## src/rtl/sysid_checker_master.sv

```systemverilog
// Boot-time sanity checker: reads the system-ID and timestamp words over Avalon-MM
// and compares them with build-time constants; results stay latched until the next check.
module sysid_checker_master #(
  parameter logic [31:0] EXPECTED_ID    = 32'h637F_6841,
  parameter logic [31:0] EXPECTED_TS    = 32'h0000_0000,
  parameter int unsigned READ_LATENCY   = 0,
  parameter int unsigned TIMEOUT_CYCLES = 255,
  parameter bit          AUTO_START     = 1'b1
) (
  input  logic        clock,
  input  logic        reset_n,
  input  logic        start,
  output logic        avm_address,
  output logic        avm_read,
  input  logic [31:0] avm_readdata,
  input  logic        avm_waitrequest,
  output logic        busy,
  output logic        done,
  output logic        id_ok,
  output logic        ts_ok,
  output logic        timeout,
  output logic [31:0] id_value,
  output logic [31:0] ts_value
);

  localparam logic [15:0] StallLast = 16'(TIMEOUT_CYCLES - 1);
  localparam logic [1:0]  LatInit   = 2'(READ_LATENCY);

  typedef enum logic [2:0] {StIdle, StRdId, StWaitId, StRdTs, StWaitTs, StFinish} state_e;

  state_e      r_state;
  logic        r_auto;
  logic [15:0] r_stall;
  logic [1:0]  r_lat;

  always_ff @(posedge clock or negedge reset_n) begin
    if (!reset_n) begin
      r_state     <= StIdle;
      r_auto      <= AUTO_START;
      r_stall     <= '0;
      r_lat       <= '0;
      avm_address <= 1'b0;
      avm_read    <= 1'b0;
      busy        <= 1'b0;
      done        <= 1'b0;
      id_ok       <= 1'b0;
      ts_ok       <= 1'b0;
      timeout     <= 1'b0;
      id_value    <= '0;
      ts_value    <= '0;
    end else begin
      unique case (r_state)
        StIdle: begin
          if (start || r_auto) begin
            r_auto      <= 1'b0;
            r_state     <= StRdId;
            r_stall     <= '0;
            avm_read    <= 1'b1;
            avm_address <= 1'b1;
            busy        <= 1'b1;
            done        <= 1'b0;
            id_ok       <= 1'b0;
            ts_ok       <= 1'b0;
            timeout     <= 1'b0;
            id_value    <= '0;
            ts_value    <= '0;
          end
        end
        StRdId, StRdTs: begin
          if (!avm_waitrequest) begin
            if (READ_LATENCY == 0) begin
              if (r_state == StRdId) begin
                id_value    <= avm_readdata;
                avm_address <= 1'b0;
                r_stall     <= '0;
                r_state     <= StRdTs;
              end else begin
                ts_value <= avm_readdata;
                avm_read <= 1'b0;
                r_state  <= StFinish;
              end
            end else begin
              avm_read <= 1'b0;
              r_lat    <= LatInit;
              r_state  <= (r_state == StRdId) ? StWaitId : StWaitTs;
            end
          end else if (r_stall == StallLast) begin
            // Abandon the whole check; the timestamp read is never issued after an ID timeout.
            avm_read    <= 1'b0;
            avm_address <= 1'b0;
            timeout     <= 1'b1;
            done        <= 1'b1;
            id_ok       <= 1'b0;
            ts_ok       <= 1'b0;
            busy        <= 1'b0;
            r_state     <= StIdle;
          end else begin
            r_stall <= r_stall + 16'd1;
          end
        end
        StWaitId: begin
          if (r_lat == 2'd1) begin
            id_value    <= avm_readdata;
            avm_read    <= 1'b1;
            avm_address <= 1'b0;
            r_stall     <= '0;
            r_state     <= StRdTs;
          end else begin
            r_lat <= r_lat - 2'd1;
          end
        end
        StWaitTs: begin
          if (r_lat == 2'd1) begin
            ts_value <= avm_readdata;
            r_state  <= StFinish;
          end else begin
            r_lat <= r_lat - 2'd1;
          end
        end
        StFinish: begin
          id_ok       <= (id_value == EXPECTED_ID);
          ts_ok       <= (ts_value == EXPECTED_TS);
          done        <= 1'b1;
          busy        <= 1'b0;
          avm_address <= 1'b0;
          r_state     <= StIdle;
        end
        default: begin
          avm_read <= 1'b0;
          busy     <= 1'b0;
          r_state  <= StIdle;
        end
      endcase
    end
  end

endmodule

```

## config.mk

```make
export PLATFORM = sky130hd
export DESIGN_NAME = sysid_checker_master
export DESIGN_NICKNAME = d
export VERILOG_FILES = /design/src/rtl/sysid_checker_master.sv
export SDC_FILE = /design/constraint.sdc
export NUM_CORES = 1
export LEC_CHECK = 0
export CORE_UTILIZATION = 30
export CTS_CLUSTER_DIAMETER = 120
export CTS_CLUSTER_SIZE = 25
export DETAILED_ROUTE_END_ITERATION = 10
export PLACE_DENSITY = 0.64
export SLEW_MARGIN = 15
export SYNTH_ARGS = -nofsm -noshare
export SYNTH_HDL_FRONTEND = slang
export SYNTH_SLANG_ARGS = --single-unit
```

## constraint.sdc

```tcl
create_clock -name clock -period 2.5 [get_ports clock]
set_input_delay 0.5 -clock clock [delete_from_list [all_inputs] [get_ports clock]]
set_output_delay 0.5 -clock clock [all_outputs]
set_load 0.02 [all_outputs]
```

==> impl_metrics.py <==
metrics = {
    "status": {
        "status": "finished clean",
    },
    "clock_network": {
        "hold_buffers": 0,
        "cts.sinks": 93,
        "numCtsBuffers": 9,
        "h-tree-depth": 3,
        "cts_resized": 0,
        "postCtsSetupBuffers": 0,
        "clk_latency_ns": 0.35,
        "clockRootBuffer": "clkbuf_16",
        "clkTransAtPathRegs_ns": 0.07,
        "cts_tree": "built",
        "clock_path_buffers": 2,
    },
    "die": {
        "die_w_um": 124.0,
        "start_util_pct": 30.72,
        "die_y_um": 124.0,
        "rows": 44,
        "dieArea_mm2": 0.01537,
        "io_pins": 107,
        "core-area_mm2": 0.01453,
    },
    "grt": {
        "grt_overflow_total": 0,
        "grt_max_degree": 55,
        "grt_pass1_vias": 3907,
        "grt_pass1_wl_mm": 20.22,
        "track_usage_pct": 17.58,
        "antenna_found_initial": 0,
    },
    "critical_path": {
        "critical_path.max_fanout": 16,
        "criticalPathCategory": "reg2reg",
        "r2r_slack_ns": 0.19,
        "reg2reg_depth": 7,
        "worst_setup_path_end_kind": "flop",
        "arrival_ns": 2.54,
        "crit_required_ns": 2.73,
        "critPathLaunchType": "flop",
    },
    "power_and_ir_drop": {
        "ir_drop_uv": 601.9,
        "power.total_w": 0.007828,
        "p_leak_nw": 2.727,
        "powerDensity_mw_per_mm2": 1300,
    },
    "placement": {
        "io_buffers": 106,
        "dp_hpwl_mm": 8.730,
        "routabilityCongestion": 0.8341,
        "dp_cells": 760,
    },
    "yosys": {
        "synth_top_family_by_area": "simple AND/OR/NAND/NOR gates",
        "synth_edf_count": 0,
        "synth_xor_area_share_pct": 0.5886,
        "netlist_area_mm2": 0.004464,
        "synth_nets": 523,
        "synth_top_flop_cell": "dfrtp_1",
        "muxShareOfSynthArea_pct": 7.427,
        "synth_fa_ha_area_share_pct": 0.8408,
        "async_flop_share_pct": 100.0,
        "yosysSeqAreaShare_pct": 52.16,
        "ys_ff_latch": 93,
        "synth_compound_area_share_pct": 8.352,
        "yosysUniqueCellTypes": 51,
        "synth.yosys.warnings": 0,
        "synth_cells": 484,
        "avgSynthCellArea_um2": 9.224,
        "synth-simple-area-share_pct": 24.38,
    },
    "final_layout": {
        "stdcell_count": 775,
        "drive_gt1_share_pct": 6.599,
        "layout_commonest_cell": "nand2_1",
        "final_cell_mix": "nand2_1 (125), clkdlybuf4s50_1 (105), dfrtp_1 (92)",
        "num-fill-cells": 1454,
        "nets": 626,
        "n_antenna_cell": 0,
        "syn_to_final_growth_pct": 34.89,
    },
    "timing": {
        "slew_headroom_pct": 53.06,
        "worst_pin_slew_ns": 0.7039,
        "skew_ns": 0.008194,
        "fmax_mhz": 432.1,
        "fin_hold_ws_ns": 0.1476,
        "drv_slew": 0,
        "timing.final.crit_period_ns": 2.314,
        "tns_ns": 0,
        "finalCritPeriodShare_pct": 92.57,
        "hold_viol_final": 0,
        "finalSetupViolCount": 0,
        "rsz0062_at_grt": "false",
    },
    "routing": {
        "drc": 0,
        "totalWireLength_mm": 12.68,
        "routed_via_density": 4.999,
        "vias": 3874,
        "dr.pass1.iters": 5,
        "ant_nets": 0,
        "wire_per_inst_um": 16.37,
        "dr.first_iter.drc_count": 238,
    },
    "job": {
        "drv_cap": 0,
    },
    "hold_path": {
        "hold_path.class": "in2async",
    },
}
-- flip-flops by register name (all words and copies together) (netlist names) --
name / flops
ts_ok: 1
r_lat: 2
id_value: 32
id_ok: 1
busy: 1
r_state: 3
r_stall: 16
r_auto: 1
avm_read: 1
done: 1
timeout: 1
ts_value: 32
avm_address: 1
-- cells in the mapped netlist, types with 2 or more instances --
library cell / instances / area [um^2]
nor3b_1: 2 / 15.01
buf_4: 4 / 30.03
and3_1: 2 / 12.51
o21ai_1: 3 / 15.01
buf_2: 6 / 30.03
o21ai_0: 9 / 45.04
a221o_1: 2 / 20.02
ha_1: 3 / 37.54
a21oi_1: 8 / 40.04
clkbuf_1: 11 / 41.29
nand4_1: 8 / 50.05
o21bai_1: 2 / 15.01
or2_2: 2 / 12.51
nor3_1: 5 / 25.02
nor2_1: 16 / 60.06
dfrtp_1: 92 / 2302
mux2i_1: 32 / 320.3
o21a_1: 3 / 22.52
o31a_1: 2 / 17.52
a21oi_2: 2 / 17.52
nand2_1: 125 / 469.2
nand3_1: 47 / 235.2
a21o_1: 5 / 37.54
o311ai_1: 6 / 52.55
nor4_1: 15 / 93.84
nand2b_1: 3 / 18.77
inv_1: 39 / 146.4
buf_6: 2 / 22.52
xnor2_1: 2 / 17.52
or3_1: 5 / 31.28
-- stage by stage --
step,worst slack (ns),cell area [um^2],util [%]
floorplan,0.7120,4464,-
global placement,0.2627,5747,39.54
detailed placement,0.1986,5747,39.54
CTS,0.1908,6022,41.43
global route,0.02256,6022,41.43
finish,0.1856,6022,41.43
-- worst max-delay path: stages, from the launching register on --
cell and delay [ns]:
dfrtp_1 0.45, inv_1 0.09, ha_1 0.15, nor4b_2 0.22
nand4_2 0.26, o21ai_2 0.63, nor2_1 0.11, a221o_1 0.28
-- routing by layer --
layer  track usage, %  vias up  share of wire (%)
met5                0        -                  0
met4            4.390        0                1.0
met3            5.220       11                6.2
met2            28.92      127                 48
met1            22.58     1891                 45
li1                 -     1845                  -
-- cells by family (layout without fill, tap and decap cells) --
kind of cell	after synthesis	after routing
XOR/XNOR	3	3
AO/OA/AOI/OAI	51	51
AND/OR/NAND/NOR	237	237
adder cells (fa/ha/maj)	3	3
flip-flops	93	93
multiplexers	33	33
buffers and inverters	64	171
-- report_power, final --
part	leakage (nW)	internal [W]	switching, W
Combinational	1.40	0.00168	0.00230
Sequential	1.20	0.00202	0.000518
Clock	0.127	0.000698	0.000611
Total	2.73	0.00440	0.00343
-- cell type report --
| class | instances | area (um^2) | area share (%) |
|---|---|---|---|
| multi-input combinational | 327 | 1867 | 31.00 |
| timing repair buffer | 116 | 1171 | 19.45 |
| clock buffer | 10 | 239.0 | 3.968 |
| inverter | 40 | 150.1 | 2.493 |
| tap | 184 | 230.2 | 3.823 |
| clock inverter | 5 | 36.28 | 0.6025 |
| sequential | 93 | 2328 | 38.67 |
-- final timing paths --
| kind | end | startpoint |
|---|---|---|
| worst max-delay path | r_stall[13]$_DFFE_PN0P_ | r_stall[0]$_DFFE_PN0P_ |
| max in group asynchronous | r_auto$_DFFE_PN1P_ | reset_n |
| min in group clock | timeout$_DFFE_PN0P_ | timeout$_DFFE_PN0P_ |
| worst min-delay path | avm_address$_DFFE_PN0P_ | reset_n |
| worst max register to register | r_stall[13]$_DFFE_PN0P_ | r_stall[0]$_DFFE_PN0P_ |
| worst min register to register | timeout$_DFFE_PN0P_ | timeout$_DFFE_PN0P_ |
(Power assumes the default switching activity.)
